### config.mk
export PLATFORM = sky130hd
export DESIGN_NAME = dmem_arbiter_flat
export DESIGN_NICKNAME = d
export VERILOG_FILES = /design/src/rtl/dmem_arbiter_if.sv /design/src/rtl/dmem_arbiter.sv /design/src/flat_wrapper.sv
export SDC_FILE = /design/constraint.sdc
export NUM_CORES = 1
export LEC_CHECK = 0
export BUFFER_PORTS_ARGS = -buffer_cell sky130_fd_sc_hd__buf_2
export CAP_MARGIN = 5
export CORE_MARGIN = 1
export CORE_UTILIZATION = 30
export CTS_BUF_LIST = sky130_fd_sc_hd__clkbuf_4 sky130_fd_sc_hd__clkbuf_8
export CTS_CLUSTER_SIZE = 25
export DETAILED_ROUTE_END_ITERATION = 16
export PLACE_DENSITY = 0.74
export SLEW_MARGIN = 15
export SYNTH_ARGS = -nofsm -noshare
export SYNTH_HDL_FRONTEND = slang
export SYNTH_SLANG_ARGS = --single-unit
### constraint.sdc
create_clock -name clk -period 2.75 [get_ports clk]
set_input_delay 0.4125 -clock clk [delete_from_list [all_inputs] [get_ports clk]]
set_output_delay 0.4125 -clock clk [all_outputs]
set_load 0.02 [all_outputs]
### src/rtl/dmem_arbiter_if.sv
// rtl/dmem_arbiter_if.sv - two-requester data memory bus bundle with arbiter/requester modports
interface dmem_arbiter_if #(
  parameter int AW = 32,
  parameter int DW = 32
);
  logic          m0_req, m0_wren, m0_lock, m0_gnt, m0_rvalid;
  logic [AW-1:0] m0_addr;
  logic [DW-1:0] m0_wdata, m0_rdata;
  logic          m1_req, m1_wren, m1_lock, m1_gnt, m1_rvalid;
  logic [AW-1:0] m1_addr;
  logic [DW-1:0] m1_wdata, m1_rdata;
  logic          mem_wren;
  logic [AW-1:0] mem_addr;
  logic [DW-1:0] mem_wdata, mem_rdata;
  logic          cpu_stall;

  modport slave (
    input  m0_req, m0_wren, m0_lock, m0_addr, m0_wdata,
    output m0_gnt, m0_rvalid, m0_rdata,
    input  m1_req, m1_wren, m1_lock, m1_addr, m1_wdata,
    output m1_gnt, m1_rvalid, m1_rdata,
    output mem_wren, mem_addr, mem_wdata,
    input  mem_rdata,
    output cpu_stall
  );

  modport master (
    output m0_req, m0_wren, m0_lock, m0_addr, m0_wdata,
    input  m0_gnt, m0_rvalid, m0_rdata,
    output m1_req, m1_wren, m1_lock, m1_addr, m1_wdata,
    input  m1_gnt, m1_rvalid, m1_rdata,
    input  mem_wren, mem_addr, mem_wdata,
    output mem_rdata,
    input  cpu_stall
  );
endinterface

### src/rtl/dmem_arbiter.sv
// rtl/dmem_arbiter.sv - round-robin/locking arbiter for the single-port data memory
// Optional DMEM_ARB_PRIO_EN: m0 always wins ties when no requester owns the bus.
module dmem_arbiter #(
  parameter int AW       = 32,
  parameter int DW       = 32,
  parameter int MAX_HOLD = 4
) (
  input  logic            clk,
  input  logic            reset,
  dmem_arbiter_if.slave   bus
);
  localparam logic [1:0] IDLE = 2'd0;
  localparam logic [1:0] OWN0 = 2'd1;
  localparam logic [1:0] OWN1 = 2'd2;
  localparam logic [3:0] HOLD_LIM = 4'(MAX_HOLD);

  logic [1:0]    owner_q, owner_d;
  logic [3:0]    hold_cnt_q, hold_cnt_d;
  logic          last_q, last_d;
  logic          rd_valid_q, rd_valid_d;
  logic          rd_who_q, rd_who_d;
  logic [AW-1:0] addr_q, addr_d;
  logic [DW-1:0] wdata_q, wdata_d;
  logic          win0, win1, forced, tie_m0;

  always_comb begin
`ifdef DMEM_ARB_PRIO_EN
    tie_m0 = 1'b1;
`else
    tie_m0 = last_q;
`endif
    forced = ((owner_q == OWN0) && bus.m1_req && (hold_cnt_q >= HOLD_LIM)) ||
             ((owner_q == OWN1) && bus.m0_req && (hold_cnt_q >= HOLD_LIM));
    win0 = 1'b0;
    win1 = 1'b0;
    // reset gates every grant so nothing reaches memory while held in reset
    if (reset) begin
      if (forced) begin
        win0 = (owner_q == OWN1);
        win1 = (owner_q == OWN0);
      end else if ((owner_q == OWN0) && bus.m0_req) begin
        win0 = 1'b1;
      end else if ((owner_q == OWN1) && bus.m1_req) begin
        win1 = 1'b1;
      end else if (bus.m0_req && bus.m1_req) begin
        win0 = tie_m0;
        win1 = !tie_m0;
      end else begin
        win0 = bus.m0_req;
        win1 = bus.m1_req;
      end
    end
  end

  always_comb begin
    owner_d    = owner_q;
    hold_cnt_d = hold_cnt_q;
    last_d     = last_q;
    addr_d     = addr_q;
    wdata_d    = wdata_q;
    rd_valid_d = 1'b0;
    rd_who_d   = 1'b0;
    if (win0 || win1) begin
      last_d     = win1;
      addr_d     = win1 ? bus.m1_addr  : bus.m0_addr;
      wdata_d    = win1 ? bus.m1_wdata : bus.m0_wdata;
      rd_valid_d = win1 ? !bus.m1_wren : !bus.m0_wren;
      rd_who_d   = win1;
      if ((win0 && owner_q == OWN0) || (win1 && owner_q == OWN1)) begin
        if (win1 ? bus.m1_lock : bus.m0_lock) begin
          hold_cnt_d = (hold_cnt_q == 4'hF) ? hold_cnt_q : hold_cnt_q + 4'd1;
        end else begin
          owner_d    = IDLE;
          hold_cnt_d = 4'd0;
        end
      end else if (win1 ? bus.m1_lock : bus.m0_lock) begin
        // the grant that takes ownership counts as the first held cycle
        owner_d    = win1 ? OWN1 : OWN0;
        hold_cnt_d = 4'd1;
      end else begin
        owner_d    = IDLE;
        hold_cnt_d = 4'd0;
      end
    end else if (owner_q != IDLE) begin
      owner_d    = IDLE;
      hold_cnt_d = 4'd0;
    end
  end

  always_ff @(posedge clk or negedge reset) begin
    if (!reset) begin
      owner_q    <= IDLE;
      hold_cnt_q <= 4'd0;
      last_q     <= 1'b1;
      rd_valid_q <= 1'b0;
      rd_who_q   <= 1'b0;
      addr_q     <= '0;
      wdata_q    <= '0;
    end else begin
      owner_q    <= owner_d;
      hold_cnt_q <= hold_cnt_d;
      last_q     <= last_d;
      rd_valid_q <= rd_valid_d;
      rd_who_q   <= rd_who_d;
      addr_q     <= addr_d;
      wdata_q    <= wdata_d;
    end
  end

  assign bus.m0_gnt    = win0;
  assign bus.m1_gnt    = win1;
  assign bus.mem_wren  = (win0 && bus.m0_wren) || (win1 && bus.m1_wren);
  assign bus.mem_addr  = (win0 || win1) ? addr_d  : addr_q;
  assign bus.mem_wdata = (win0 || win1) ? wdata_d : wdata_q;
  assign bus.m0_rvalid = rd_valid_q && !rd_who_q;
  assign bus.m1_rvalid = rd_valid_q && rd_who_q;
  assign bus.m0_rdata  = bus.m0_rvalid ? bus.mem_rdata : '0;
  assign bus.m1_rdata  = bus.m1_rvalid ? bus.mem_rdata : '0;
  assign bus.cpu_stall = bus.m0_req && !win0;
endmodule

### src/flat_wrapper.sv
// flat-port wrapper written by rule: the top's interface ports become plain ports
module dmem_arbiter_flat 
#(
  parameter int AW       = 32,
  parameter int DW       = 32,
  parameter int MAX_HOLD = 4
)
  (clk, reset, bus_m0_req, bus_m0_wren, bus_m0_lock, bus_m0_addr, bus_m0_wdata, bus_m0_gnt, bus_m0_rvalid, bus_m0_rdata, bus_m1_req, bus_m1_wren, bus_m1_lock, bus_m1_addr, bus_m1_wdata, bus_m1_gnt, bus_m1_rvalid, bus_m1_rdata, bus_mem_wren, bus_mem_addr, bus_mem_wdata, bus_mem_rdata, bus_cpu_stall);
  dmem_arbiter_if #(.AW(AW), .DW(DW)) bus_i ();
  input  logic clk;
  input  logic reset;
  input wire logic [$bits(bus_i.m0_req)-1:0] bus_m0_req;
  input wire logic [$bits(bus_i.m0_wren)-1:0] bus_m0_wren;
  input wire logic [$bits(bus_i.m0_lock)-1:0] bus_m0_lock;
  input wire logic [$bits(bus_i.m0_addr)-1:0] bus_m0_addr;
  input wire logic [$bits(bus_i.m0_wdata)-1:0] bus_m0_wdata;
  output wire logic [$bits(bus_i.m0_gnt)-1:0] bus_m0_gnt;
  output wire logic [$bits(bus_i.m0_rvalid)-1:0] bus_m0_rvalid;
  output wire logic [$bits(bus_i.m0_rdata)-1:0] bus_m0_rdata;
  input wire logic [$bits(bus_i.m1_req)-1:0] bus_m1_req;
  input wire logic [$bits(bus_i.m1_wren)-1:0] bus_m1_wren;
  input wire logic [$bits(bus_i.m1_lock)-1:0] bus_m1_lock;
  input wire logic [$bits(bus_i.m1_addr)-1:0] bus_m1_addr;
  input wire logic [$bits(bus_i.m1_wdata)-1:0] bus_m1_wdata;
  output wire logic [$bits(bus_i.m1_gnt)-1:0] bus_m1_gnt;
  output wire logic [$bits(bus_i.m1_rvalid)-1:0] bus_m1_rvalid;
  output wire logic [$bits(bus_i.m1_rdata)-1:0] bus_m1_rdata;
  output wire logic [$bits(bus_i.mem_wren)-1:0] bus_mem_wren;
  output wire logic [$bits(bus_i.mem_addr)-1:0] bus_mem_addr;
  output wire logic [$bits(bus_i.mem_wdata)-1:0] bus_mem_wdata;
  input wire logic [$bits(bus_i.mem_rdata)-1:0] bus_mem_rdata;
  output wire logic [$bits(bus_i.cpu_stall)-1:0] bus_cpu_stall;
  assign bus_i.m0_req = bus_m0_req;
  assign bus_i.m0_wren = bus_m0_wren;
  assign bus_i.m0_lock = bus_m0_lock;
  assign bus_i.m0_addr = bus_m0_addr;
  assign bus_i.m0_wdata = bus_m0_wdata;
  assign bus_m0_gnt = bus_i.m0_gnt;
  assign bus_m0_rvalid = bus_i.m0_rvalid;
  assign bus_m0_rdata = bus_i.m0_rdata;
  assign bus_i.m1_req = bus_m1_req;
  assign bus_i.m1_wren = bus_m1_wren;
  assign bus_i.m1_lock = bus_m1_lock;
  assign bus_i.m1_addr = bus_m1_addr;
  assign bus_i.m1_wdata = bus_m1_wdata;
  assign bus_m1_gnt = bus_i.m1_gnt;
  assign bus_m1_rvalid = bus_i.m1_rvalid;
  assign bus_m1_rdata = bus_i.m1_rdata;
  assign bus_mem_wren = bus_i.mem_wren;
  assign bus_mem_addr = bus_i.mem_addr;
  assign bus_mem_wdata = bus_i.mem_wdata;
  assign bus_i.mem_rdata = bus_mem_rdata;
  assign bus_cpu_stall = bus_i.cpu_stall;
  dmem_arbiter #(.AW(AW), .DW(DW), .MAX_HOLD(MAX_HOLD)) u_core (.clk(clk), .reset(reset), .bus(bus_i));
endmodule
Word level (Yosys, flattened, before mapping)
Index checks and enable logic that the tools add are counted.

word-level totals
  register bits = 73
  input port bits = 168
  output and inout bits = 134
  logic and storage cells = 75

cells by class
  $add $sub $neg = 1
  order comparisons = 1
  equal/unequal tests = 5
  multiplexer cells = 34
  reduce and logical (&&, ||, !) cells = 27

operator list
  kind                                                               number
  2-to-1 mux 32 bit                                                  8
  2-to-1 mux 4 bit                                                   5
  2-to-1 mux 1 bit                                                   15
  logical AND 1 bit                                                  14
  2-to-1 mux 2 bit                                                   6
  logical NOT 1 bit                                                  5
  adder 4 x 1 -> 4 bit, second input constant                        1
  equality test 4 bit, second input constant                         1
  greater-or-equal comparator 4 x 3 -> 1 bit, second input constant  1
  logical OR 1 bit                                                   4
  != test 4 bit, second input constant                               1
  AND reduction 2 bit                                                2
  nonzero test 2 bit                                                 2
  != test 3 bit, second input constant                               1
  equality test 2 x 1 -> 1 bit, second input constant                1
  equality test 2 bit, second input constant                         1

Logic depth before layout (Yosys ltp)
Gate-level depths: netlist of the first run.

  depth in word-level cells = 10
  mapped depth = 7
  gate-level depth less buffers = 5

Worst setup path before layout of the first run
OpenSTA, ideal clock, no wires.

  path kind = reg-to-output
  start point = reg u_core.hold_cnt_q[3]
  end point = out bus_mem_addr[20]
  arrival = 2001 ps
  data required time = 2338 ps
  path slack = 336 ps
  cell stages (with the launch flop) = 7
  buffers on the path = 1
  path through = dfrtp_1 > nor2_1 > mux2i_2 > a21oi_4 > buf_4 > mux2i_1 > o21ai_0

on the way
  word-level cells in the longest chain between the ends = 8
  elaborated cells between the ends (all ways) = 12
  those cells by class = order compare: 1; mux: 7; reduce/logical: 4

RTL lines
  what                                                   RTL line                                                     RTL
  from (decl)                                            dmem_arbiter.sv:18                                           logic [3:0] hold_cnt_q, hold_cnt_d;
  from (signal assigned)                                 dmem_arbiter.sv:101                                          hold_cnt_q <= hold_cnt_d;
  greater-or-equal comparator 4 x 3 -> 1 bit *           dmem_arbiter.sv:32, dmem_arbiter.sv:33
  logical AND 1 bit, on equally long branches            dmem_arbiter.sv:32, dmem_arbiter.sv:33
  logical OR 1 bit *                                     dmem_arbiter.sv:32                                           forced = ((owner_q == OWN0) && bus.m1_req && (hold_cnt_q >= HOLD_LIM)) ||
  2-to-1 mux 1 bit                                       dmem_arbiter.sv:38                                           if (forced) begin
  2-to-1 mux 1 bit                                       dmem_arbiter.sv:37                                           if (reset) begin
  2-to-1 mux 32 bit or logical OR 1 bit (tied branches)  dmem_arbiter.sv:65, dmem_arbiter.sv:63, dmem_arbiter.sv:113
  2-to-1 mux 32 bit                                      dmem_arbiter.sv:63                                           if (win0 || win1) begin
  2-to-1 mux 32 bit *                                    dmem_arbiter.sv:113                                          assign bus.mem_addr = (win0 || win1) ? addr_d : addr_q;
  to (decl)                                              flat_wrapper.sv:29                                           output wire logic [$bits(bus_i.mem_addr)-1:0] bus_mem_addr;

Every way passes the cells marked *; elsewhere a longest branch is shown, timed or not.

Worst setup path in the final report of the first run
  start point = reg u_core.owner_q[1]
  end point = out bus_mem_addr[16]

on the way
  word-level cells in the longest chain between the ends = 9
  elaborated cells between the ends (all ways) = 21
  those cells by class = eq/ne: 2; mux: 11; reduce/logical: 8

RTL lines
  what                                                                 RTL line                                                     RTL
  from (decl)                                                          dmem_arbiter.sv:17                                           logic [1:0] owner_q, owner_d;
  from (signal assigned)                                               dmem_arbiter.sv:100                                          owner_q <= owner_d;
  equality test 2 bit or equality test 2 x 1 -> 1 bit (tied branches)  -
  logical AND 1 bit, on equally long branches                          dmem_arbiter.sv:43, dmem_arbiter.sv:32, dmem_arbiter.sv:33
  2-to-1 mux 1 bit, or another cell as far along                       dmem_arbiter.sv:43                                           end else if ((owner_q == OWN1) && bus.m1_req) begin
  2-to-1 mux 1 bit or logical OR 1 bit (tied branches)                 dmem_arbiter.sv:41, dmem_arbiter.sv:32
  2-to-1 mux 1 bit                                                     dmem_arbiter.sv:38
  2-to-1 mux 1 bit                                                     dmem_arbiter.sv:37
  2-to-1 mux 32 bit or logical OR 1 bit (tied branches)                dmem_arbiter.sv:65, dmem_arbiter.sv:63, dmem_arbiter.sv:113
  2-to-1 mux 32 bit                                                    dmem_arbiter.sv:63
  2-to-1 mux 32 bit *                                                  dmem_arbiter.sv:113

Marks and branches as above.

==> impl_results.html, run 1 <==
<table>
<tr><th>Metric</th><th>Value</th></tr>
<tr><th colspan="2">Logic synthesis</th></tr>
<tr><td>Primary FF master, synth</td><td>dfrtp_1</td></tr>
<tr><td>Post-synthesis cell type count</td><td>38</td></tr>
<tr><td>Yosys warnings</td><td>0</td></tr>
<tr><td>Flip-flop and latch count after synthesis</td><td>73</td></tr>
<tr><td>Part of the Yosys area used for sequential elements</td><td>0.456</td></tr>
<tr><td>Net Count, Synth</td><td>593</td></tr>
<tr><td>Async SR Flop Fraction</td><td>1.00</td></tr>
<tr><td>Netlist area before placement</td><td>4010 µm²</td></tr>
<tr><td>Gate count after technology mapping</td><td>424</td></tr>
<tr><td>Average footprint of a synthesized cell</td><td>9.46 µm²</td></tr>
<tr><td>Number of enable flip-flop cells after synthesis</td><td>0</td></tr>
<tr><th colspan="2">Critical path</th></tr>
<tr><td>Slowest stage delay, CP</td><td>0.45 ns</td></tr>
<tr><td>Delay-heaviest family, CP</td><td>compound AO/OA/AOI/OAI gates</td></tr>
<tr><td>Destination of the worst register-to-register timing path</td><td>u_core.hold_cnt_q[2]$_DFFE_PN0P_</td></tr>
<tr><td>Critical path data arrival time</td><td>2.28 ns</td></tr>
<tr><td>Kind of start point of the critical path</td><td>register</td></tr>
<tr><td>Highest net fanout along the worst path</td><td>15</td></tr>
<tr><td>Most used cell along the critical path</td><td>buf_4</td></tr>
<tr><td>Buffering stage count on the worst path with inverters included</td><td>3</td></tr>
<tr><td>Critical Path RT</td><td>2.34 ns</td></tr>
<tr><td>Cell Chain, Critical Path</td><td>nand2b_4 &gt; a41o_1 &gt; a21oi_4 &gt; buf_4 &gt; buf_12 &gt; mux2i_4 &gt; o21ai_1 &gt; buf_4</td></tr>
<tr><td>CP Capture Type</td><td>output pin</td></tr>
<tr><td>Worst R2R Start</td><td>u_core.owner_q[1]$_DFFE_PN0P_</td></tr>
<tr><td>Cell at the slowest stage of the critical path</td><td>dfrtp_2</td></tr>
<tr><td>Kind of critical path</td><td>reg2out</td></tr>
<tr><td>FF-to-FF path depth</td><td>7</td></tr>
<tr><td>Setup slack of the worst register-to-register path</td><td>0.72 ns</td></tr>
<tr><th colspan="2">Timing</th></tr>
<tr><td>Final Hold Fails</td><td>0</td></tr>
<tr><td>Unrepaired setup endpoints after global routing</td><td>yes</td></tr>
<tr><td>Worst Slack Setup Final</td><td>0.0534 ns</td></tr>
<tr><td>Setup skew after layout</td><td>0.0158 ns</td></tr>
<tr><td>Maximum operating frequency</td><td>371 MHz</td></tr>
<tr><td>Pin slew with the least headroom to its limit</td><td>0.753 ns</td></tr>
<tr><td>Slew Viols, Final</td><td>0</td></tr>
<tr><td>Headroom to the max-slew limit</td><td>0.496</td></tr>
<tr><td>Post-layout min period</td><td>2.70 ns</td></tr>
<tr><td>Post-route clock period utilization</td><td>0.981</td></tr>
<tr><td>Setup Viol. Count Final</td><td>0</td></tr>
<tr><th colspan="2">Drt</th></tr>
<tr><td>Total Wirelength</td><td>13800 µm</td></tr>
<tr><td>Overall via count from detail_route</td><td>4198</td></tr>
<tr><td>Routed wire length per instance</td><td>15.1 µm</td></tr>
<tr><td>Via-to-Cell Ratio</td><td>4.61</td></tr>
<tr><td>Post-DRT Antenna Nets</td><td>0</td></tr>
<tr><td>Router iterations before antenna repair</td><td>4</td></tr>
<tr><td>Initial DRC Count</td><td>198</td></tr>
<tr><td>Total DRC errors in the routed layout</td><td>0</td></tr>
<tr><th colspan="2">Global route</th></tr>
<tr><td>Global-route total usage across every layer</td><td>0.189</td></tr>
<tr><td>Initial antenna violation count</td><td>1</td></tr>
<tr><td>Global-route wire length before repair</td><td>20800 µm</td></tr>
<tr><td>Via count of the first global-routing pass</td><td>4082</td></tr>
<tr><td>Maximum number of pins on one net before global-route repair</td><td>57</td></tr>
<tr><td>GR Overflow Total</td><td>0</td></tr>
<tr><th colspan="2">Clock tree</th></tr>
<tr><td>Max Buffers Root-to-Sink</td><td>2</td></tr>
<tr><td>H-Tree Depth</td><td>3</td></tr>
<tr><td>Post-CTS clock slew at the launch and capture registers of the worst setup and hold paths</td><td>0.08 ns</td></tr>
<tr><td>CTS tree</td><td>yes</td></tr>
<tr><td>TritonCTS sink count</td><td>73</td></tr>
<tr><td>Worst-skew pair later-pin latency</td><td>0.35 ns</td></tr>
<tr><td>Root Buffer Master</td><td>clkbuf_8</td></tr>
<tr><td>Number of buffers created by CTS</td><td>9</td></tr>
<tr><th colspan="2">Run status</th></tr>
<tr><td>Status</td><td>finished, final reports clean</td></tr>
<tr><th colspan="2">Placed design</th></tr>
<tr><td>RePlAce Congestion</td><td>0.870</td></tr>
<tr><td>Post-place setup slack</td><td>0.277 ns</td></tr>
<tr><td>Number of I/O port buffers</td><td>301</td></tr>
<tr><td>Sum of net half-perimeters after detailed placement</td><td>10200 µm</td></tr>
<tr><td>Placed cell count</td><td>879</td></tr>
<tr><th colspan="2">Finish</th></tr>
<tr><td>Proportion of layout cells with a drive suffix above 1</td><td>0.497</td></tr>
<tr><td>Layout filler cell count</td><td>1239</td></tr>
<tr><td>Number of standard cells in the layout, taps in and fillers out</td><td>910</td></tr>
<tr><td>Layout net count</td><td>901</td></tr>
<tr><td>Synth-to-Final Area Change</td><td>56.3%</td></tr>
<tr><th colspan="2">Floorplan</th></tr>
<tr><td>Starting Density</td><td>0.313</td></tr>
<tr><td>Die Wd</td><td>118 µm</td></tr>
<tr><td>I/O pin total</td><td>302</td></tr>
<tr><td>Number of placement rows</td><td>41</td></tr>
<tr><td>Die Ht</td><td>118 µm</td></tr>
<tr><td>Floorplan Core Area</td><td>12800 µm²</td></tr>
<tr><td>Area of the die</td><td>13800 µm²</td></tr>
<tr><th colspan="2">Power and ir drop</th></tr>
<tr><td>Worst-case vdd ir drop</td><td>0.330 mV</td></tr>
<tr><td>Pwr/cell area</td><td>521 nW/µm²</td></tr>
<tr><td>Leak</td><td>3.41 nW</td></tr>
<tr><th colspan="2">Worst hold path</th></tr>
<tr><td>HP Class</td><td>in2async</td></tr>
<tr><th colspan="2">Run</th></tr>
<tr><td>Maximum capacitance violations</td><td>0</td></tr>
</table>
-- placed cells by master (no fill, tap or decap), drive strengths merged, types with 5 or more instances in the layout --
master / count
and2: 33
o21ai: 69
nand2: 68
inv: 6
and3: 34
dfrtp: 72
nor2: 5
buf: 326
clkbuf: 12
nor2b: 5
mux2i: 66
-- what timing repair did --
action,4_1_cts,5_1_grt
endpoints found under the hold margin,3,0
pin swaps,1,2
resized for setup,6,33
buffers inserted,6,3
endpoints found under the setup margin,52,48
gates cloned,2,2
hold buffers,1,0
-- flip-flops by register name (all words and copies together) (netlist names) --
name / count
u_core.wdata_q: 32
u_core.last_q: 1
u_core.rd_valid_q: 1
u_core.hold_cnt_q: 4
u_core.rd_who_q: 1
u_core.owner_q: 2
u_core.addr_q: 32
-- layer usage --
metal / vias to the layer above / track usage / share of wire
met5: - / 0 / 0
met4: 0 / 0.0593 / 0.020
met3: 18 / 0.0422 / 0.074
met2: 217 / 0.360 / 0.52
met1: 1867 / 0.206 / 0.38
li1: 2096 / - / -
-- worst max-delay path by stage --
stage                                                 from  cells past startpoint                end  slack, ns
after global placement                               reset                      8   bus_mem_addr[16]       0.33
final                        u_core.owner_q[1]$_DFFE_PN0P_                      8   bus_mem_addr[16]       0.05
after detailed placement                             reset                      8  bus_mem_wdata[17]       0.28
after global routing         u_core.owner_q[1]$_DFFE_PN0P_                      8   bus_mem_addr[12]      -0.05
after floorplan           u_core.hold_cnt_q[3]$_DFFE_PN0P_                      6   bus_mem_addr[20]       0.34
after CTS                 u_core.hold_cnt_q[3]$_DFFE_PN0P_                      8  bus_mem_wdata[28]       0.01
-- synth_stat cells (all sizes together), types with 2 or more instances --
cell type,number,area share
dfrtp,72,0.45
o21ai,69,0.086
nand2,68,0.064
mux2i,66,0.17
and3,34,0.053
and2,33,0.051
clkbuf,25,0.023
buf,7,0.015
inv,5,0.0047
nor2,5,0.0047
nor2b,5,0.0078
a21oi,4,0.0078
nand3,4,0.0050
nor3b,3,0.0056
a22o,2,0.0044
nand2b,2,0.0031
o2111ai,2,0.0044
o211ai,2,0.0037
o221ai,2,0.0044
-- final cells by class --
cell class,instances,area [µm²],area share
sequential,73,1830,0.292
antenna,1,2.50,0.000399
timing repair buffer,329,1880,0.299
clock inverter,6,90.1,0.0144
multi-input combinational,314,2100,0.335
clock buffer,10,131,0.0210
inverter,5,18.8,0.00300
tap,172,215,0.0343
-- cells by family after synthesis --
group | count (synthesis) | share of synthesized area
adder cells (fa/ha/maj) | 1 | 0.00312
flip-flops | 73 | 0.456
AO/OA/AOI/OAI | 89 | 0.130
buffers and inverters | 37 | 0.0434
XOR/XNOR | 1 | 0.00218
multiplexers | 66 | 0.166
AND/OR/NAND/NOR | 157 | 0.199
-- power breakdown --
part / internal (mW) / total, mW / switching, mW
Sequential: 1.21 / 1.26 / 0.0429
Combinational: 0.428 / 1.06 / 0.631
Clock: 0.525 / 0.954 / 0.429
-- stage by stage --
stage | instance area [µm²] | power [mW] | utilization | setup TNS, ns | hold WS [ns]
2_1_floorplan | 4010 | 1.85 | - | 0 | 0.117
3_3_place_gp | 5720 | 2.23 | 0.446 | 0 | 0.244
4_1_cts | 6090 | 3.25 | 0.475 | 0 | 0.0254
5_1_grt | 6270 | 3.44 | 0.489 | -0.515 | 0.0247
6_report | 6270 | 3.27 | 0.489 | 0 | 0.0519
3_5_place_dp | 5720 | 2.25 | 0.446 | 0 | 0.247
(Power assumes the default switching activity.)
==> run 2: changes to the inputs <==
Clock period 2.75 ns to 2.5 ns, I/O delays scaled along.
==> impl_results.html, run 2 (synthesized netlist as in run 1, its figures left out) <==
<table>
<tr><th>Metric</th><th>Value</th></tr>
<tr><th colspan="2">Finish</th></tr>
<tr><td>Leading cell type in the layout, fill and taps excluded</td><td>buf_2 (unchanged)</td></tr>
<tr><td>Synth-to-Final Area Change</td><td>61.7% (was 56.3%)</td></tr>
<tr><td>Proportion of layout cells with a drive suffix above 1</td><td>0.518 (was 0.497)</td></tr>
<tr><td>Most frequent cells in the layout</td><td>buf_2, dfrtp_1, nand2_1, o21ai_1, mux2i_1 (unchanged)</td></tr>
<tr><td>Largest regs</td><td>u_core.addr_q x32, u_core.wdata_q x32, u_core.hold_cnt_q x4 (unchanged)</td></tr>
<tr><td>Area of combinational cells with multiple inputs</td><td>2150 µm² (was 2100 µm²)</td></tr>
<tr><td>Layout filler cell count</td><td>1167 (was 1239)</td></tr>
<tr><td>FF/Latch Area</td><td>1830 µm² (about the same)</td></tr>
<tr><td>Layout net count</td><td>922 (was 901)</td></tr>
<tr><td>Antenna cells</td><td>0 (was 1)</td></tr>
<tr><td>Post-Route Utilization</td><td>0.506 (was 0.489)</td></tr>
<tr><th colspan="2">Placed design</th></tr>
<tr><td>Post-place setup slack</td><td>0.126 ns (was 0.277 ns)</td></tr>
<tr><td>Number of I/O port buffers</td><td>301 (unchanged)</td></tr>
<tr><td>RePlAce Congestion</td><td>0.891 (was 0.870)</td></tr>
<tr><td>Sum of net half-perimeters after detailed placement</td><td>10500 µm (was 10200 µm)</td></tr>
<tr><th colspan="2">Run</th></tr>
<tr><td>Maximum capacitance violations</td><td>0 (unchanged)</td></tr>
<tr><th colspan="2">Drt</th></tr>
<tr><td>Initial DRC Count</td><td>174 (was 198)</td></tr>
<tr><td>Routed wire length per instance</td><td>15.0 µm (was 15.1 µm)</td></tr>
<tr><td>Total DRC errors in the routed layout</td><td>0 (unchanged)</td></tr>
<tr><td>Total Wirelength</td><td>13900 µm (was 13800 µm)</td></tr>
<tr><td>Via-to-Cell Ratio</td><td>4.68 (was 4.61)</td></tr>
<tr><td>Router iterations before antenna repair</td><td>4 (unchanged)</td></tr>
<tr><td>Post-DRT Antenna Nets</td><td>0 (unchanged)</td></tr>
<tr><td>Overall via count from detail_route</td><td>4348 (was 4198)</td></tr>
<tr><th colspan="2">Power and ir drop</th></tr>
<tr><td>Leak</td><td>3.53 nW (was 3.41 nW)</td></tr>
<tr><td>Total power of the final layout</td><td>3.48 mW (was 3.27 mW)</td></tr>
<tr><td>Worst-case vdd ir drop</td><td>0.377 mV (was 0.330 mV)</td></tr>
<tr><td>Pwr/cell area</td><td>536 nW/µm² (was 521 nW/µm²)</td></tr>
<tr><th colspan="2">Timing</th></tr>
<tr><td>Setup skew after layout</td><td>0.0121 ns (was 0.0158 ns)</td></tr>
<tr><td>Headroom to the max-slew limit</td><td>0.433 (was 0.496)</td></tr>
<tr><td>Unrepaired setup endpoints after global routing</td><td>yes (unchanged)</td></tr>
<tr><td>Setup Viol. Count Final</td><td>52 (was 0)</td></tr>
<tr><td>Maximum operating frequency</td><td>382 MHz</td></tr>
<tr><td>Final Hold Fails</td><td>0 (unchanged)</td></tr>
<tr><td>Slew Viols, Final</td><td>0 (unchanged)</td></tr>
<tr><td>Worst Slack Setup Final</td><td>-0.116 ns (was 0.0534 ns)</td></tr>
<tr><td>Post-route clock period utilization</td><td>1.05</td></tr>
<tr><td>Pin slew with the least headroom to its limit</td><td>0.848 ns (was 0.753 ns)</td></tr>
<tr><td>Final setup TNS</td><td>-3.05 ns (was 0 ns)</td></tr>
<tr><td>Post-layout min period</td><td>2.62 ns</td></tr>
<tr><th colspan="2">Critical path</th></tr>
<tr><td>Slowest stage delay, CP</td><td>0.45 ns (about the same)</td></tr>
<tr><td>Highest net fanout along the worst path</td><td>15 (unchanged)</td></tr>
<tr><td>Cell at the slowest stage of the critical path</td><td>dfrtp_2 (unchanged)</td></tr>
<tr><td>Worst R2R Start</td><td>u_core.owner_q[0]$_DFFE_PN0P_ (was u_core.owner_q[1]$_DFFE_PN0P_)</td></tr>
<tr><td>Setup slack of the worst register-to-register path</td><td>0.38 ns (was 0.72 ns)</td></tr>
<tr><td>Crit path depth</td><td>8 (unchanged)</td></tr>
<tr><td>Destination of the worst register-to-register timing path</td><td>u_core.hold_cnt_q[2]$_DFFE_PN0P_ (unchanged)</td></tr>
<tr><td>Critical path data arrival time</td><td>2.24 ns (was 2.28 ns)</td></tr>
<tr><td>Kind of critical path</td><td>reg2out (unchanged)</td></tr>
<tr><td>CP Capture Type</td><td>output pin (unchanged)</td></tr>
<tr><td>Delay-heaviest family, CP</td><td>buffers and inverters (was compound AO/OA/AOI/OAI gates)</td></tr>
<tr><td>Buffering stage count on the worst path with inverters included</td><td>3 (unchanged)</td></tr>
<tr><td>Cell Chain, Critical Path</td><td>nand2b_4 &gt; a41o_1 &gt; a21oi_4 &gt; buf_6 &gt; buf_12 &gt; mux2i_1 &gt; o21ai_1 &gt; buf_2 (was nand2b_4 &gt; a41o_1 &gt; a21oi_4 &gt; buf_4 &gt; buf_12 &gt; mux2i_4 &gt; o21ai_1 &gt; buf_4)</td></tr>
<tr><td>Critical Path RT</td><td>2.12 ns (was 2.34 ns)</td></tr>
<tr><td>Destination of the critical timing path</td><td>bus_mem_addr[16] (unchanged)</td></tr>
<tr><td>Worst setup startpoint</td><td>u_core.owner_q[0]$_DFFE_PN0P_ (was u_core.owner_q[1]$_DFFE_PN0P_)</td></tr>
<tr><td>FF-to-FF path depth</td><td>8 (was 7)</td></tr>
<tr><td>Kind of start point of the critical path</td><td>register (unchanged)</td></tr>
<tr><th colspan="2">Clock tree</th></tr>
<tr><td>TritonCTS sink count</td><td>73 (unchanged)</td></tr>
<tr><td>Root Buffer Master</td><td>clkbuf_8 (unchanged)</td></tr>
<tr><td>Number of buffers created by CTS</td><td>9 (unchanged)</td></tr>
<tr><td>CTS tree</td><td>yes (unchanged)</td></tr>
<tr><td>H-Tree Depth</td><td>3 (unchanged)</td></tr>
<tr><td>Post-CTS clock slew at the launch and capture registers of the worst setup and hold paths</td><td>0.08 ns (about the same)</td></tr>
<tr><td>Max Buffers Root-to-Sink</td><td>2 (unchanged)</td></tr>
<tr><td>Post-CTS Hold Fix Bufs</td><td>0 (was 1)</td></tr>
<tr><td>Worst-skew pair later-pin latency</td><td>0.36 ns (was 0.35 ns)</td></tr>
<tr><th colspan="2">Run status</th></tr>
<tr><td>Status</td><td>finished, violations left (was finished, final reports clean)</td></tr>
<tr><td>Violations in the final reports</td><td>negative setup slack</td></tr>
<tr><th colspan="2">Global route</th></tr>
<tr><td>Global-route total usage across every layer</td><td>0.197 (was 0.189)</td></tr>
<tr><td>GR Overflow Total</td><td>0 (unchanged)</td></tr>
<tr><td>Via count of the first global-routing pass</td><td>4324 (was 4082)</td></tr>
<tr><td>Global-route wire length before repair</td><td>21500 µm (was 20800 µm)</td></tr>
<tr><td>Maximum number of pins on one net before global-route repair</td><td>47 (was 57)</td></tr>
<tr><td>Initial antenna violation count</td><td>0 (was 1)</td></tr>
<tr><th colspan="2">Floorplan</th></tr>
<tr><td>Area of the die</td><td>13800 µm² (unchanged)</td></tr>
<tr><td>Number of placement rows</td><td>41 (unchanged)</td></tr>
<tr><td>Die Wd</td><td>118 µm (unchanged)</td></tr>
<tr><td>Floorplan Core Area</td><td>12800 µm² (unchanged)</td></tr>
<tr><td>I/O pin total</td><td>302 (unchanged)</td></tr>
<tr><td>Die Ht</td><td>118 µm (unchanged)</td></tr>
<tr><td>Starting Density</td><td>0.313 (unchanged)</td></tr>
<tr><th colspan="2">Worst hold path</th></tr>
<tr><td>HP Class</td><td>in2async (unchanged)</td></tr>
</table>
==> run 2: cell types whose count changed in the layout (fill, tap and decap cells not counted), moves of 5 or more <==
cell and delta:
buf_4 +30, buf_2 -18, buf_6 +8, o21ai_0 -7
buf_12 +5, o21ai_2 +5
==> run 2: layer usage <==
layer  GRT usage  up-vias  wire [µm]
met5           0        -          0
met4      0.0609        0        235
met3      0.0514       18        890
met2       0.373      199       7410
met1       0.211     1992       5390
li1            -     2139          -
==> run 2: what timing repair did <==
item / 4_1_cts / 5_1_grt
cloned: 1 / 0
setup buffers: 13 / 12
endpoints found under the hold margin: 0 / 0
resized for setup: 25 / 65
setup endpoints to repair: 65 / 67
pin swaps: 1 / 8
==> run 2: final cells by class <==
type	count	share of cell area
multi-input cells	314	0.332
repair buffers	350	0.324
flip-flops and latches	73	0.282
well taps	172	0.0332
clock buffers	11	0.0214
clock inverters	5	0.00502
inverters	5	0.00289
==> run 2: report_power, final <==
group / internal [mW] / switching, mW / leakage, nW
clock: 0.381 / 0.456 / 0.0939
combinational: 0.544 / 0.715 / 2.53
sequential: 1.33 / 0.0495 / 0.903
==> run 2: worst min path at each step <==
stage | from | end | slack, ns
3_3_place_gp | reset | u_core.addr_q[29]$_DFF_PN0_ | 0.47
4_1_cts | reset | u_core.owner_q[0]$_DFFE_PN0P_ | 0.06
3_5_place_dp | reset | u_core.owner_q[1]$_DFFE_PN0P_ | 0.47
5_1_grt | reset | u_core.addr_q[17]$_DFF_PN0_ | 0.1
2_1_floorplan | reset | u_core.addr_q[0]$_DFF_PN0_ | 0.08
6_report | reset | u_core.addr_q[31]$_DFF_PN0_ | 0.08
==> run 2: through the flow <==
step | cell area (µm²) | instances | hold slack [ns]
after global routing | 6490 | 930 | 0.0963
after floorplan | 4010 | 424 | 0.0794
after global placement | 5840 | 891 | 0.467
after detailed placement | 5840 | 891 | 0.467
after CTS | 6200 | 921 | 0.0649
final | 6490 | 930 | 0.0756
==> run 3: changes to the inputs <==
Settings changed: CTS_BUF_LIST sky130_fd_sc_hd__clkbuf_4 sky130_fd_sc_hd__clkbuf_8 to unset, TNS_END_PERCENT set to 50.
==> impl_results.html, run 3 (synthesized netlist as in run 1, its figures left out) <==
<table>
<tr><th>Metric</th><th>Value</th></tr>
<tr><th colspan="2">Finish</th></tr>
<tr><td>Proportion of layout cells with a drive suffix above 1</td><td>0.500 (was 0.518)</td></tr>
<tr><td>FF/Latch Area</td><td>1830 µm² (unchanged)</td></tr>
<tr><td>Layout net count</td><td>922 (unchanged)</td></tr>
<tr><td>Area of combinational cells with multiple inputs</td><td>2070 µm² (was 2150 µm²)</td></tr>
<tr><td>Number of standard cells in the layout, taps in and fillers out</td><td>930 (unchanged)</td></tr>
<tr><td>Post-Route Utilization</td><td>0.504 (was 0.506)</td></tr>
<tr><td>Synth-to-Final Area Change</td><td>61.2% (was 61.7%)</td></tr>
<tr><td>Largest regs</td><td>u_core.addr_q x32, u_core.wdata_q x32, u_core.hold_cnt_q x4 (unchanged)</td></tr>
<tr><td>Layout filler cell count</td><td>1182 (was 1167)</td></tr>
<tr><td>Leading cell type in the layout, fill and taps excluded</td><td>buf_2 (unchanged)</td></tr>
<tr><td>Antenna cells</td><td>0 (unchanged)</td></tr>
<tr><td>Most frequent cells in the layout</td><td>buf_2, dfrtp_1, nand2_1, mux2i_1, o21ai_1 (was buf_2, dfrtp_1, nand2_1, o21ai_1, mux2i_1)</td></tr>
<tr><th colspan="2">Critical path</th></tr>
<tr><td>Critical Path RT</td><td>2.12 ns (about the same)</td></tr>
<tr><td>Destination of the worst register-to-register timing path</td><td>u_core.hold_cnt_q[2]$_DFFE_PN0P_ (unchanged)</td></tr>
<tr><td>Kind of critical path</td><td>reg2out (unchanged)</td></tr>
<tr><td>Kind of start point of the critical path</td><td>register (unchanged)</td></tr>
<tr><td>Critical path data arrival time</td><td>2.21 ns (was 2.24 ns)</td></tr>
<tr><td>Cell at the slowest stage of the critical path</td><td>dfrtp_2 (unchanged)</td></tr>
<tr><td>FF-to-FF path depth</td><td>8 (unchanged)</td></tr>
<tr><td>CP Capture Type</td><td>output pin (unchanged)</td></tr>
<tr><td>Slowest stage delay, CP</td><td>0.45 ns (about the same)</td></tr>
<tr><td>Worst R2R Start</td><td>u_core.owner_q[0]$_DFFE_PN0P_ (unchanged)</td></tr>
<tr><td>Setup slack of the worst register-to-register path</td><td>0.38 ns (about the same)</td></tr>
<tr><td>Highest net fanout along the worst path</td><td>11 (was 15)</td></tr>
<tr><td>Cell Chain, Critical Path</td><td>nand2b_4 &gt; a41o_1 &gt; a21oi_4 &gt; buf_6 &gt; buf_12 &gt; mux2i_1 &gt; o21ai_1 &gt; buf_4 (was nand2b_4 &gt; a41o_1 &gt; a21oi_4 &gt; buf_6 &gt; buf_12 &gt; mux2i_1 &gt; o21ai_1 &gt; buf_2)</td></tr>
<tr><th colspan="2">Drt</th></tr>
<tr><td>Router iterations before antenna repair</td><td>4 (unchanged)</td></tr>
<tr><td>Total DRC errors in the routed layout</td><td>0 (unchanged)</td></tr>
<tr><td>Routed wire length per instance</td><td>14.7 µm (was 15.0 µm)</td></tr>
<tr><td>Initial DRC Count</td><td>192 (was 174)</td></tr>
<tr><td>Total Wirelength</td><td>13700 µm (was 13900 µm)</td></tr>
<tr><td>Via-to-Cell Ratio</td><td>4.66 (was 4.68)</td></tr>
<tr><td>Post-DRT Antenna Nets</td><td>0 (unchanged)</td></tr>
<tr><td>Overall via count from detail_route</td><td>4336 (was 4348)</td></tr>
<tr><th colspan="2">Global route</th></tr>
<tr><td>Global-route total usage across every layer</td><td>0.197 (about the same)</td></tr>
<tr><td>Maximum number of pins on one net before global-route repair</td><td>47 (unchanged)</td></tr>
<tr><td>Via count of the first global-routing pass</td><td>4293 (was 4324)</td></tr>
<tr><td>Global-route wire length before repair</td><td>21400 µm (was 21500 µm)</td></tr>
<tr><td>GR Overflow Total</td><td>0 (unchanged)</td></tr>
<tr><td>Initial antenna violation count</td><td>0 (unchanged)</td></tr>
<tr><th colspan="2">Worst hold path</th></tr>
<tr><td>HP Class</td><td>in2async (unchanged)</td></tr>
<tr><th colspan="2">Clock tree</th></tr>
<tr><td>Post-CTS Hold Fix Bufs</td><td>0 (unchanged)</td></tr>
<tr><td>Number of buffers created by CTS</td><td>9 (unchanged)</td></tr>
<tr><td>Max Buffers Root-to-Sink</td><td>2 (unchanged)</td></tr>
<tr><td>Root Buffer Master</td><td>clkbuf_16 (was clkbuf_8)</td></tr>
<tr><td>H-Tree Depth</td><td>3 (unchanged)</td></tr>
<tr><td>Worst-skew pair later-pin latency</td><td>0.34 ns (was 0.36 ns)</td></tr>
<tr><td>Post-CTS clock slew at the launch and capture registers of the worst setup and hold paths</td><td>0.06 ns (was 0.08 ns)</td></tr>
<tr><td>TritonCTS sink count</td><td>73 (unchanged)</td></tr>
<tr><td>CTS tree</td><td>yes (unchanged)</td></tr>
<tr><th colspan="2">Timing</th></tr>
<tr><td>Setup skew after layout</td><td>0.00655 ns (was 0.0121 ns)</td></tr>
<tr><td>Pin slew with the least headroom to its limit</td><td>0.872 ns (was 0.848 ns)</td></tr>
<tr><td>Maximum operating frequency</td><td>387 MHz (was 382 MHz)</td></tr>
<tr><td>Worst Slack Setup Final</td><td>-0.0869 ns (was -0.116 ns)</td></tr>
<tr><td>Post-layout min period</td><td>2.59 ns (was 2.62 ns)</td></tr>
<tr><td>Slew Viols, Final</td><td>0 (unchanged)</td></tr>
<tr><td>Unrepaired setup endpoints after global routing</td><td>yes (unchanged)</td></tr>
<tr><td>Final Hold Fails</td><td>0 (unchanged)</td></tr>
<tr><td>Setup Viol. Count Final</td><td>47 (was 52)</td></tr>
<tr><td>Post-route clock period utilization</td><td>1.03 (was 1.05)</td></tr>
<tr><td>Headroom to the max-slew limit</td><td>0.417 (was 0.433)</td></tr>
<tr><th colspan="2">Power and ir drop</th></tr>
<tr><td>Worst-case vdd ir drop</td><td>0.382 mV (was 0.377 mV)</td></tr>
<tr><td>Total power of the final layout</td><td>3.77 mW (was 3.48 mW)</td></tr>
<tr><td>Pwr/cell area</td><td>583 nW/µm² (was 536 nW/µm²)</td></tr>
<tr><td>Leak</td><td>3.54 nW (was 3.53 nW)</td></tr>
<tr><th colspan="2">Floorplan</th></tr>
<tr><td>Starting Density</td><td>0.313 (unchanged)</td></tr>
<tr><td>Number of placement rows</td><td>41 (unchanged)</td></tr>
<tr><td>Die Wd</td><td>118 µm (unchanged)</td></tr>
<tr><td>Area of the die</td><td>13800 µm² (unchanged)</td></tr>
<tr><td>I/O pin total</td><td>302 (unchanged)</td></tr>
<tr><td>Die Ht</td><td>118 µm (unchanged)</td></tr>
<tr><td>Floorplan Core Area</td><td>12800 µm² (unchanged)</td></tr>
<tr><th colspan="2">Run</th></tr>
<tr><td>Maximum capacitance violations</td><td>0 (unchanged)</td></tr>
<tr><th colspan="2">Placed design</th></tr>
<tr><td>Placed cell count</td><td>891 (unchanged)</td></tr>
<tr><td>Sum of net half-perimeters after detailed placement</td><td>10500 µm (unchanged)</td></tr>
<tr><td>Number of I/O port buffers</td><td>301 (unchanged)</td></tr>
<tr><td>RePlAce Congestion</td><td>0.891 (unchanged)</td></tr>
<tr><th colspan="2">Run status</th></tr>
<tr><td>Violations in the final reports</td><td>negative setup slack (unchanged)</td></tr>
<tr><td>Status</td><td>finished, violations left (unchanged)</td></tr>
</table>
-- run 3: changes by cell type in the layout (fill, tap and decap cells not counted), sizes merged --
cell | previous run | this run
clkbuf | 11 | 12
buf | 350 | 349
-- run 3: stage by stage --
stage / hold slack [ns] / instance area [µm²] / setup TNS [ns] / setup WS, ns
after floorplan: 0.0794 / 4010 / 0 / 0.124
after global placement: 0.467 / 5840 / 0 / 0.113
after detailed placement: 0.467 / 5840 / 0 / 0.126
after CTS: 0.0999 / 6260 / -2.72 / -0.104
after global routing: 0.135 / 6470 / -8.17 / -0.195
final: 0.105 / 6470 / -2.06 / -0.0869
-- run 3: worst max-delay path by stage --
stage                   endpoint  cells past startpoint                             start
6_report       bus_mem_wdata[26]                      8     u_core.owner_q[0]$_DFFE_PN0P_
5_1_grt        bus_mem_wdata[26]                      8     u_core.owner_q[0]$_DFFE_PN0P_
4_1_cts         bus_mem_wdata[0]                      9     u_core.owner_q[0]$_DFFE_PN0P_
3_5_place_dp     bus_mem_addr[6]                      8     u_core.owner_q[0]$_DFFE_PN0P_
3_3_place_gp     bus_mem_addr[6]                      6                        bus_m0_req
2_1_floorplan   bus_mem_addr[20]                      6  u_core.hold_cnt_q[3]$_DFFE_PN0P_
-- run 3: repair_timing --
item / CTS / global route
gates cloned: 1 / 1
pin swaps: 1 / 7
buffers inserted: 11 / 12
hold endpoints to repair: 0 / 0
setup endpoints to repair: 65 / 66
resized for setup: 18 / 41
-- run 3: metal layers --
metal / share of wire / track usage
met1: 0.39 / 0.213
met2: 0.53 / 0.374
met3: 0.061 / 0.0412
met4: 0.013 / 0.0665
met5: 0 / 0
-- run 3: power by group --
group | total, mW | internal (mW) | switching (mW)
logic | 1.22 | 0.518 | 0.699
clock network | 1.17 | 0.670 | 0.497
registers | 1.39 | 1.34 | 0.0495
-- run 3: cell type report --
| type | instances | share of cell area |
|---|---|---|
| Multi-Input combinational cell | 314 | 0.320 |
| Timing Repair Buffer | 350 | 0.320 |
| Sequential cell | 73 | 0.283 |
| Clock buffer | 11 | 0.0360 |
| Tap cell | 172 | 0.0333 |
| Clock inverter | 5 | 0.00503 |
| Inverter | 5 | 0.00290 |
-- run 3: worst max-delay path, delay by kind of cell, from the launching register on --
kind	cells	cell delay, ns
DFF	1	0.45
muxes	1	0.21
and+or+nand+nor	1	0.17
AOI/OAI and AO/OA	3	0.52
buffers and inverters	3	0.52
